--- config.mk ---
export PLATFORM = sky130hd
export DESIGN_NAME = sawim_phase_capture_flat
export DESIGN_NICKNAME = d
export VERILOG_FILES = /design/src/rtl/sawim_phase_capture_pkg.sv /design/src/rtl/sawim_phase_capture_if.sv /design/src/rtl/sawim_phase_capture_fifo.sv /design/src/rtl/sawim_phase_capture.sv /design/src/flat_wrapper.sv
export SDC_FILE = /design/constraint.sdc
export NUM_CORES = 1
export LEC_CHECK = 0
export CAP_MARGIN = 20
export CORE_MARGIN = 4
export CORE_UTILIZATION = 25
export DETAILED_ROUTE_END_ITERATION = 7
export GPL_TIMING_DRIVEN = 0
export SYNTH_ARGS = -nofsm -noshare
export SYNTH_HDL_FRONTEND = slang
export SYNTH_SLANG_ARGS = --single-unit
--- constraint.sdc ---
create_clock -name clk_port -period 16.3 [get_ports clk_port]
set_input_delay 1.63 -clock clk_port [delete_from_list [all_inputs] [get_ports clk_port]]
set_output_delay 1.63 -clock clk_port [all_outputs]
set_load 0.02 [all_outputs]
--- src/rtl/sawim_phase_capture_pkg.sv ---
// rtl/sawim_phase_capture_pkg.sv - shared types, mode constants and width helper for the SAWIM phase capture engine
package sawim_capture_pkg;

    typedef enum logic [1:0] {
        IDLE    = 2'd0,
        ARMED   = 2'd1,
        CAPTURE = 2'd2,
        DONE    = 2'd3
    } state_t;

    localparam logic MODE_CONT   = 1'b0;
    localparam logic MODE_SINGLE = 1'b1;

    // Occupancy must represent 0..depth inclusive
    function automatic int level_w(input int depth);
        return $clog2(depth + 1);
    endfunction

endpackage

--- src/rtl/sawim_phase_capture_if.sv ---
// rtl/sawim_phase_capture_if.sv - control, strobe and drain signals of the phase capture engine
interface sawim_phase_capture_if #(
    parameter int DATA_W   = 8,
    parameter int CHANNELS = 4,
    parameter int IDX_W    = 16,
    parameter int DEPTH    = 16,
    parameter int OVF_W    = 8
);
    import sawim_capture_pkg::*;

    localparam int LVL_W = level_w(DEPTH);

    logic                         mode_port;
    logic                         arm_port;
    logic                         clear_port;
    logic                         strb_port;
    logic [CHANNELS*DATA_W-1:0]   data_port;
    logic                         rd_ready_port;
    logic [CHANNELS*DATA_W-1:0]   rd_data_port;
    logic [IDX_W-1:0]             rd_index_port;
    logic                         rd_valid_port;
    logic                         busy_port;
    logic                         done_port;
    logic [LVL_W-1:0]             level_port;
    logic [OVF_W-1:0]             overflow_cnt_port;

    modport master (
        output mode_port, arm_port, clear_port, strb_port, data_port, rd_ready_port,
        input  rd_data_port, rd_index_port, rd_valid_port, busy_port, done_port,
               level_port, overflow_cnt_port
    );

    modport slave (
        input  mode_port, arm_port, clear_port, strb_port, data_port, rd_ready_port,
        output rd_data_port, rd_index_port, rd_valid_port, busy_port, done_port,
               level_port, overflow_cnt_port
    );

endinterface

--- src/rtl/sawim_phase_capture_fifo.sv ---
// rtl/sawim_phase_capture_fifo.sv - first-word-fall-through synchronous FIFO with flush
module sawim_sync_fifo
    import sawim_capture_pkg::*;
#(
    parameter int WIDTH = 48,
    parameter int DEPTH = 16,
    parameter int LVL_W = level_w(DEPTH)
) (
    input  logic             clk,
    input  logic             rst,
    input  logic             flush,
    input  logic             push,
    input  logic             pop,
    input  logic [WIDTH-1:0] wr_data,
    output logic [WIDTH-1:0] rd_data,
    output logic             full,
    output logic             empty,
    output logic [LVL_W-1:0] level
);

    localparam int PTR_W = $clog2(DEPTH);

    logic [WIDTH-1:0] mem [DEPTH];
    logic [PTR_W-1:0] wr_ptr;
    logic [PTR_W-1:0] rd_ptr;
    logic [LVL_W-1:0] count;
    logic             do_pop;
    logic             do_push;

    assign full    = (count == LVL_W'(DEPTH));
    assign empty   = (count == '0);
    assign level   = count;
    assign do_pop  = pop & ~empty & ~flush;
    // A full FIFO still takes a push when the head leaves in the same cycle
    assign do_push = push & (~full | do_pop) & ~flush;
    assign rd_data = empty ? '0 : mem[rd_ptr];

    always_ff @(posedge clk) begin
        if (do_push) begin
            mem[wr_ptr] <= wr_data;
        end
    end

    always_ff @(posedge clk or posedge rst) begin
        if (rst) begin
            wr_ptr <= '0;
            rd_ptr <= '0;
            count  <= '0;
        end else if (flush) begin
            wr_ptr <= '0;
            rd_ptr <= '0;
            count  <= '0;
        end else begin
            if (do_push) begin
                wr_ptr <= wr_ptr + PTR_W'(1);
            end
            if (do_pop) begin
                rd_ptr <= rd_ptr + PTR_W'(1);
            end
            case ({do_push, do_pop})
                2'b10:   count <= count + LVL_W'(1);
                2'b01:   count <= count - LVL_W'(1);
                default: count <= count;
            endcase
        end
    end

endmodule

--- src/rtl/sawim_phase_capture.sv ---
// rtl/sawim_phase_capture.sv - strobe-edge phase/magnitude capture with frame modes and overflow accounting
module sawim_phase_capture
    import sawim_capture_pkg::*;
#(
    parameter int DATA_W    = 8,
    parameter int CHANNELS  = 4,
    parameter int DEPTH     = 16,
    parameter int FRAME_LEN = 64,
    parameter int IDX_W     = 16,
    parameter int OVF_W     = 8
) (
    input  logic                    clk_port,
    input  logic                    reset_port,
    sawim_phase_capture_if.slave    bus
);

    localparam int DW      = CHANNELS * DATA_W;
    localparam int LVL_W   = level_w(DEPTH);
    localparam int FC_W    = $clog2(FRAME_LEN + 1);
    localparam int ENTRY_W = DW + IDX_W;

    state_t             state;
    state_t             state_nxt;
    logic               mode_q;
    logic               strb_prev;
    logic [IDX_W-1:0]   index;
    logic [FC_W-1:0]    frame_cnt;
    logic [OVF_W-1:0]   ovf_cnt;

    logic               strb_edge;
    logic               capture;
    logic               arm_ok;
    logic               pop;
    logic               dropped;
    logic               frame_last;
    logic               fifo_full;
    logic               fifo_empty;
    logic [LVL_W-1:0]   fifo_level;
    logic [ENTRY_W-1:0] fifo_rd;

    assign strb_edge  = bus.strb_port & ~strb_prev;
    assign capture    = ~bus.clear_port & strb_edge & ((state == ARMED) || (state == CAPTURE));
    assign arm_ok     = ~bus.clear_port & bus.arm_port & ((state == IDLE) || (state == DONE));
    assign pop        = ~fifo_empty & bus.rd_ready_port & ~bus.clear_port;
    assign dropped    = capture & fifo_full & ~pop;
    // The frame counts strobe edges, so a dropped sample still advances it
    assign frame_last = capture & (mode_q == MODE_SINGLE) & (frame_cnt == FC_W'(FRAME_LEN - 1));

    always_ff @(posedge clk_port or posedge reset_port) begin
        if (reset_port) begin
            state <= IDLE;
        end else begin
            state <= state_nxt;
        end
    end

    always_comb begin
        state_nxt = state;
        if (bus.clear_port) begin
            state_nxt = IDLE;
        end else begin
            case (state)
                IDLE, DONE: begin
                    if (arm_ok) begin
                        state_nxt = (bus.mode_port == MODE_SINGLE) ? ARMED : CAPTURE;
                    end
                end
                ARMED: begin
                    if (frame_last) begin
                        state_nxt = DONE;
                    end else if (capture) begin
                        state_nxt = CAPTURE;
                    end
                end
                CAPTURE: begin
                    if (frame_last) begin
                        state_nxt = DONE;
                    end
                end
                default: state_nxt = IDLE;
            endcase
        end
    end

    always_comb begin
        bus.busy_port = 1'b0;
        bus.done_port = 1'b0;
        case (state)
            ARMED, CAPTURE: bus.busy_port = 1'b1;
            DONE:           bus.done_port = 1'b1;
            default: ;
        endcase
    end

    always_ff @(posedge clk_port or posedge reset_port) begin
        if (reset_port) begin
            strb_prev <= 1'b0;
            mode_q    <= MODE_CONT;
            index     <= '0;
            frame_cnt <= '0;
            ovf_cnt   <= '0;
        end else begin
            strb_prev <= bus.strb_port;
            if (bus.clear_port) begin
                index     <= '0;
                frame_cnt <= '0;
                ovf_cnt   <= '0;
            end else begin
                if (arm_ok) begin
                    mode_q    <= bus.mode_port;
                    index     <= '0;
                    frame_cnt <= '0;
                end else if (capture) begin
                    index <= index + IDX_W'(1);
                    if (mode_q == MODE_SINGLE) begin
                        frame_cnt <= frame_cnt + FC_W'(1);
                    end
                end
                if (dropped && (ovf_cnt != '1)) begin
                    ovf_cnt <= ovf_cnt + OVF_W'(1);
                end
            end
        end
    end

    sawim_sync_fifo #(
        .WIDTH (ENTRY_W),
        .DEPTH (DEPTH),
        .LVL_W (LVL_W)
    ) u_fifo (
        .clk     (clk_port),
        .rst     (reset_port),
        .flush   (bus.clear_port),
        .push    (capture),
        .pop     (pop),
        .wr_data ({index, bus.data_port}),
        .rd_data (fifo_rd),
        .full    (fifo_full),
        .empty   (fifo_empty),
        .level   (fifo_level)
    );

    assign bus.rd_data_port      = fifo_rd[DW-1:0];
    assign bus.rd_index_port     = fifo_rd[ENTRY_W-1:DW];
    assign bus.rd_valid_port     = ~fifo_empty;
    assign bus.level_port        = fifo_level;
    assign bus.overflow_cnt_port = ovf_cnt;

endmodule

--- src/flat_wrapper.sv ---
// flat-port wrapper written by rule: the top's interface ports become plain ports
module sawim_phase_capture_flat import sawim_capture_pkg::*;
#(
    parameter int DATA_W    = 8,
    parameter int CHANNELS  = 4,
    parameter int DEPTH     = 16,
    parameter int FRAME_LEN = 64,
    parameter int IDX_W     = 16,
    parameter int OVF_W     = 8
)
  (clk_port, reset_port, bus_mode_port, bus_arm_port, bus_clear_port, bus_strb_port, bus_data_port, bus_rd_ready_port, bus_rd_data_port, bus_rd_index_port, bus_rd_valid_port, bus_busy_port, bus_done_port, bus_level_port, bus_overflow_cnt_port);
  sawim_phase_capture_if #(.DATA_W(DATA_W), .CHANNELS(CHANNELS), .IDX_W(IDX_W), .DEPTH(DEPTH), .OVF_W(OVF_W)) bus_i ();
  input  logic clk_port;
  input  logic reset_port;
  input wire logic [$bits(bus_i.mode_port)-1:0] bus_mode_port;
  input wire logic [$bits(bus_i.arm_port)-1:0] bus_arm_port;
  input wire logic [$bits(bus_i.clear_port)-1:0] bus_clear_port;
  input wire logic [$bits(bus_i.strb_port)-1:0] bus_strb_port;
  input wire logic [$bits(bus_i.data_port)-1:0] bus_data_port;
  input wire logic [$bits(bus_i.rd_ready_port)-1:0] bus_rd_ready_port;
  output wire logic [$bits(bus_i.rd_data_port)-1:0] bus_rd_data_port;
  output wire logic [$bits(bus_i.rd_index_port)-1:0] bus_rd_index_port;
  output wire logic [$bits(bus_i.rd_valid_port)-1:0] bus_rd_valid_port;
  output wire logic [$bits(bus_i.busy_port)-1:0] bus_busy_port;
  output wire logic [$bits(bus_i.done_port)-1:0] bus_done_port;
  output wire logic [$bits(bus_i.level_port)-1:0] bus_level_port;
  output wire logic [$bits(bus_i.overflow_cnt_port)-1:0] bus_overflow_cnt_port;
  assign bus_i.mode_port = bus_mode_port;
  assign bus_i.arm_port = bus_arm_port;
  assign bus_i.clear_port = bus_clear_port;
  assign bus_i.strb_port = bus_strb_port;
  assign bus_i.data_port = bus_data_port;
  assign bus_i.rd_ready_port = bus_rd_ready_port;
  assign bus_rd_data_port = bus_i.rd_data_port;
  assign bus_rd_index_port = bus_i.rd_index_port;
  assign bus_rd_valid_port = bus_i.rd_valid_port;
  assign bus_busy_port = bus_i.busy_port;
  assign bus_done_port = bus_i.done_port;
  assign bus_level_port = bus_i.level_port;
  assign bus_overflow_cnt_port = bus_i.overflow_cnt_port;
  sawim_phase_capture #(.DATA_W(DATA_W), .CHANNELS(CHANNELS), .DEPTH(DEPTH), .FRAME_LEN(FRAME_LEN), .IDX_W(IDX_W), .OVF_W(OVF_W)) u_core (.clk_port(clk_port), .reset_port(reset_port), .bus(bus_i));
endmodule
# ---- Word-level counts from Yosys, hierarchy flattened
# Memory sizes are Yosys's and may differ from the RTL's.
# Cells that the tools add are included.
dict set report word_totals {
  register_bits 48
  latchBits 0
  ramBits 768
  rom_bits 0
  output_inout_bits 64
  word_cells 92
  mem_count 1
}
dict set report classes {
  addsub 7
  mul 0
  n_div 0
  order_cmp 0
  eq_ne 11
  shifts 0
  mux 27
  bitwise_logic 21
  reduce_logical 16
}
# memory depth width rd rd_ports_with_merged_regs wr line
set mem_list {}
lappend mem_list {u_core.u_fifo.mem 16 48 1 0 1 sawim_phase_capture_fifo.sv:23} ;# logic [WIDTH-1:0] mem [DEPTH];
# operator count
set ops {}
lappend ops {{two-way mux 16 bit} 3}
lappend ops {{two-way mux 48 bit} 1}
lappend ops {{two-way mux 7 bit} 4}
lappend ops {{adder 16 x 1 -> 16 bit (second input constant)} 1}
lappend ops {{two-way mux 4 bit} 4}
lappend ops {{two-way mux 8 bit} 2}
lappend ops {{AND 1 bit} 15}
lappend ops {{two-way mux 2 bit} 6}
lappend ops {{one-hot mux 5 bit (2 select lines)} 1}
lappend ops {{nonzero test 3 bit} 3}
lappend ops {{adder 4 x 1 -> 4 bit (second input constant)} 2}
lappend ops {{adder 8 x 1 -> 8 bit (second input constant)} 1}
lappend ops {{inequality test 8 bit (second input constant)} 1}
lappend ops {{adder 7 x 1 -> 7 bit (second input constant)} 1}
lappend ops {{== test 7 x 6 -> 1 bit (second input constant)} 1}
lappend ops {{== test 2 bit (second input constant)} 3}
lappend ops {{inequality test 3 x 2 -> 1 bit (second input constant)} 2}
lappend ops {{one-hot mux 2 bit (3 select lines)} 1}
lappend ops {{nonzero test 2 bit} 3}
lappend ops {{adder 5 x 1 -> 5 bit (second input constant)} 1}
lappend ops {{== test 5 bit (second input constant)} 1}
lappend ops {{logical NOT 5 bit} 1}
lappend ops {{two-way mux 5 bit} 1}
lappend ops {{inverter 1 bit} 5}
lappend ops {{11 further kinds} 18}

# ---- Logic depth before layout (Yosys ltp)
# Gate-level depths: netlist of run 1.
dict set report depth {
  ltp_word 12
  mapped_depth 11
}

# ---- Cells and area by module
# A second synthesis of run 1 with hierarchy kept.
dict set report unflattened {
  cells_unflattened 1441
  hier_area_um2 31936.9
}
# module n_inst cells_each area_per_inst_um2 seq_area_each_um2
set modules_own_cells {}
lappend modules_own_cells {sawim_sync_fifo 1 1240 30006.3 23387.4}
lappend modules_own_cells {sawim_phase_capture 1 201 1930.6 875.8}

# ---- Worst setup path before layout of run 1
# OpenSTA, ideal clock, no wires.
dict set report synth_timing {
  path_kind {in2reg}
  startpoint {in bus_clear_port}
  endpoint {mem u_core.u_fifo.mem[4][0], enable pin}
  arrival_time_ns 6.058
  required_time_ns 15.787
  path_slack_ns 9.729
  path_stages 5
  n_path_buf 1
  path_cell_list {or4b_1 > buf_2 > a31oi_2 > nand2_1 > nor3_1}
}
dict set report synth_between {
  elab_chain_cells 9
}
# item line
set synth_rtl {}
lappend synth_rtl {{start, declared} flat_wrapper.sv:17} ;# input wire logic [$bits(bus_i.clear_port)-1:0] bus_clear_port;
lappend synth_rtl {{inverter 1 bit (no source line) (*)} -}
lappend synth_rtl {{AND 1 bit} sawim_phase_capture.sv:44} ;# assign pop = ~fifo_empty & bus.rd_ready_port & ~bus.clear_port;
lappend synth_rtl {{AND 1 bit (2 in a row)} sawim_phase_capture_fifo.sv:33} ;# assign do_pop = pop & ~empty & ~flush;
lappend synth_rtl {{OR 1 bit} sawim_phase_capture_fifo.sv:35} ;# assign do_push = push & (~full | do_pop) & ~flush;
lappend synth_rtl {{AND 1 bit} sawim_phase_capture_fifo.sv:35}
lappend synth_rtl {{AND 1 bit (*)} sawim_phase_capture_fifo.sv:35}
lappend synth_rtl {{two-way mux 1 bit (*)} sawim_phase_capture_fifo.sv:39} ;# if (do_push) begin
lappend synth_rtl {{two-way mux 1 bit (implied by the code) (*)} sawim_phase_capture_fifo.sv:40} ;# mem[wr_ptr] <= wr_data;
lappend synth_rtl {{end, declared} sawim_phase_capture_fifo.sv:23}
# Every way passes the cells marked *; elsewhere a longest branch is shown, timed or not.

# ---- Final worst setup path of run 1
dict set report layout_timing {
  startpoint {reg u_core.u_fifo.rd_ptr[0]}
  endpoint {out bus_rd_index_port[0]}
}
dict set report layout_between {
  elab_chain_cells 2
}
# item line
set layout_rtl {}
lappend layout_rtl {{start, declared} sawim_phase_capture_fifo.sv:25} ;# logic [PTR_W-1:0] rd_ptr;
lappend layout_rtl {{start signal, assigned} sawim_phase_capture_fifo.sv:58} ;# rd_ptr <= rd_ptr + PTR_W'(1);
lappend layout_rtl {{memory (16 x 48 bit)} -}
lappend layout_rtl {{two-way mux 48 bit} sawim_phase_capture_fifo.sv:36} ;# assign rd_data = empty ? '0 : mem[rd_ptr];
lappend layout_rtl {{end, declared} flat_wrapper.sv:22} ;# output wire logic [$bits(bus_i.rd_index_port)-1:0] bus_rd_index_port;
# No other way between the ends.

==> out/results.txt, run 1 <==
Worst Hold Launch: u_core.frame_cnt[0]
Die W: 365 microns
hold depth: 1
vias in the first global route: 16,200
crit end category: output port
Fillers: 12,000
Setup violations, final: 0
Hold Slack: 566 ps
# IOs: 103
unrepaired setup endpoints after global routing: no
Slew Limit Headroom: 28.4%
launching point of the worst reg2reg path: u_core.state[0]
GRT Util Overall: 11.6%
number of flops mapped to enable cells by yosys: 768
Reg clk slew, reported paths: 60 ps
area of the multi-input gates: 7250 sq um
post-synthesis sequential area ratio: 76.3%
Max-Cap Viols: 0
Achievable Freq: 0.163 GHz
Post-synth ARST share: 5.88%
count of different cell masters after synthesis: 49
area delta synth->final: 22.1%
Die ar.: 133,000 sq um
final net count: 1,724
hold_buf cts: 0
CP required: 14,670 ps
Setup CP Type: reg2out
Final Max Tran Viols: 0
Final HPWL DP: 51.4 mm
Num CTS Buffers: 90
P per Cell Area: 145 nW/um^2
worst r2r dst: u_core.u_fifo.mem[10][30]
post-CTS setup buffers: 0
worst-path cell with the longest stage delay: clkbuf_1
share of the synthesized area in the top cell type: 72.5%
Min Clock Period, post-route: 6140 ps
Largest delay share family, worst path: buffers and inverters
Initial Utilization: 25.2%
Clock Tree Buf Depth: 3
largest net degree at the start of global routing: 33
worst skew pair latency: 640 ps
Buf/Inv on CP: 4
CTS sink cnt: 816
worst min path class: reg2reg
Mean Syn Cell Area: 22.4 sq um
Hold EP: u_core.frame_cnt[0]
R2R Setup Slk: 12,420 ps
cells along the critical path: clkbuf_1 -> clkbuf_1 -> buf_2 -> mux4_2 -> mux4_2 -> and2_1 -> clkdlybuf4s50_1
fin crit share: 37.7%
top cells by area, synth: edfxtp_1, mux4_2, dfrtp_1
first-pass GRT wire length: 113 mm
global route total overflow: 0
maximum vdd ir drop: 84.1 uV
Synth Warn #: 0
CTS tree: built
Tightest Pin Transition: 1070 ps
die height: 365 microns
Via Count: 15,300
Critical Path AT: 4510 ps
synthesized cell area: 31,800 sq um
Util after Layout: 30.8%
critical path's largest stage delay: 750 ps
layout cells sized above 1: 26.9%
router iterations before antenna repair: 5
Synth area leader: edfxtp_1
Top FF cell, synth: edfxtp_1
DRT Wirelength: 77.6 mm
Final Hold Vio Count: 0
root buffer cell: clkbuf_16
status: completed
IO Port Bufs: 102
Rows: 130
register area: 24,300 sq um
gpl congestion: 0.714
CP Launch Type: flip-flop
post_cts resized: 0
WL/cell: 22.9 microns
htree depth: 3
Mapped Cells: 1,422
Detailed Route Iter0 Violations: 1,539
clock skew: 40.0 ps
Seq cells post-synth: 816
syn nets: 1,474
routed vias/inst: 4.52
placed cells: 3,225
Layout Cells excl Fill: 3,391
worst reg2reg path depth: 10
drt drc: 0
Placeable Area: 126,000 sq um
Leak: 12.2 nW
crit-path max FO: 10
initial antenna violation count: 5
TNS Setup: 0 ps
antenna-violating nets left: 0
[power by group]
part	internal, mW	switching (mW)	total, mW
sequential	2.31	0.0170	2.32
combinational	0.619	0.694	1.31
clock	1.18	0.808	1.98
total	4.10	1.52	5.62
[cells in the mapped netlist (7+ instances only)]
library cell	count
nor2_1	39
and2_1	56
buf_2	18
xor2_1	16
nand2_1	27
ha_1	13
a21oi_1	7
xnor2_1	14
dfrtp_1	48
edfxtp_1	768
nand3_1	22
clkbuf_1	50
inv_1	13
o21ai_0	11
nor3_1	11
mux4_2	240
[area by class of cell]
cell class	count	area share, %
sequential	816	62.5
multi-input combinational	519	18.7
clock buffer	110	6.07
tap	1650	5.32
timing repair buffer	158	5.04
clock inverter	49	1.47
buffer	74	0.774
inverter	13	0.126
antenna	2	0.0129
[logic make-up (layout without fill, tap and decap cells)]
| group | Yosys count | in the layout | share of synthesized area [%] |
|---|---|---|---|
| other | 0 | 2 | 0 |
| adder cells (fa/ha/maj) | 13 | 13 | 0.512 |
| AND/OR/NAND/NOR | 196 | 196 | 3.33 |
| multiplexers | 244 | 244 | 17.1 |
| flip-flops | 816 | 816 | 76.3 |
| AO/OA/AOI/OAI | 36 | 36 | 0.771 |
| XOR/XNOR | 30 | 30 | 0.827 |
| buffers and inverters | 87 | 404 | 1.10 |
[through the flow]
| step | setup slack [ps] | area [sq um] | total power [mW] |
|---|---|---|---|
| floorplan | 9730 | 31800 | 3.17 |
| global placement | 4470 | 34900 | 3.69 |
| detailed placement | 10780 | 35800 | 3.72 |
| CTS | 10090 | 38700 | 5.71 |
| global route | 9900 | 38800 | 5.86 |
| finish | 10160 | 38800 | 5.62 |
[flip-flops by register name, indices dropped and copies added, names as in the netlist]
register	count
u_core.frame_cnt	7
u_core.mode_q	1
u_core.strb_prev	1
u_core.u_fifo.level	5
u_core.bus.overflow_cnt_port	8
u_core.state	2
u_core.index	16
u_core.u_fifo.rd_ptr	4
u_core.u_fifo.wr_ptr	4
u_core.u_fifo.mem	768
[per-layer routing]
layer  global-route usage, %  wire length, microns  vias up  share of wire [%]
met2                    20.0                 39500      485                 51
met1                    15.2                 32100     8287                 41
met3                    2.17                  4720       96                6.1
met5                       0                     9        -              0.012
li1                        -                     -     6455                  -
met4                    2.70                  1280        2                1.7
[placed cells by master (no fill, tap or decap), types with 4 or more instances in the layout]
cell type and instances:
inv_1 12, buf_12 8, nand3_1 22, bufinv_16 9, ha_1 13, clkbuf_16 90, dfrtp_1 48, or3_1 5
clkinv_2 14, and2_1 48, clkinv_1 15, mux4_2 240, nor2_4 4, buf_16 13, nand2b_1 6, buf_8 7
xnor2_1 14, a21oi_1 7, clkbuf_1 67, xor2_1 16, nand4_1 6, o21ai_0 11, nor3_2 4, clkinvlp_4 4
nor3b_1 4, buf_6 27, nor3_1 7, clkdlybuf4s50_1 102, buf_1 6, nand2_1 27, nor2_1 35, buf_2 18
and2_4 8, edfxtp_1 768
[worst max path at each step]
stage / from / cells after the start / slack (ps) / endpoint
after detailed placement: u_core.u_fifo.rd_ptr[0] / 7 / 10780 / bus_rd_index_port[0]
after global placement: bus_clear_port / 6 / 4470 / u_core.u_fifo.mem[6][23]
after floorplan: bus_clear_port / 5 / 9730 / u_core.u_fifo.mem[4][0]
after CTS: u_core.u_fifo.rd_ptr[0] / 7 / 10090 / bus_rd_index_port[0]
after global routing: u_core.u_fifo.rd_ptr[0] / 7 / 9900 / bus_rd_index_port[0]
final: u_core.u_fifo.rd_ptr[0] / 7 / 10160 / bus_rd_index_port[0]
(Power assumes the default switching activity.)
==> run 2, diff against run 1 <==
- clock period: 16.3 -> 5.75 ns (I/O delays scaled with it)
==> results of run 2 <==
Same layout as run 1 (identical final DEF). Status: completed.
Among the figures that moved: setup slack after placement 10780 ps -> 1290 ps; setup slack after layout 10160 ps -> 667 ps; hold slack 566 ps -> 293 ps; register-to-register setup slack 12420 ps -> 1870 ps; total power 5.62 mW -> 15.9 mW; worst IR drop on VDD 84.1 uV -> 238 uV
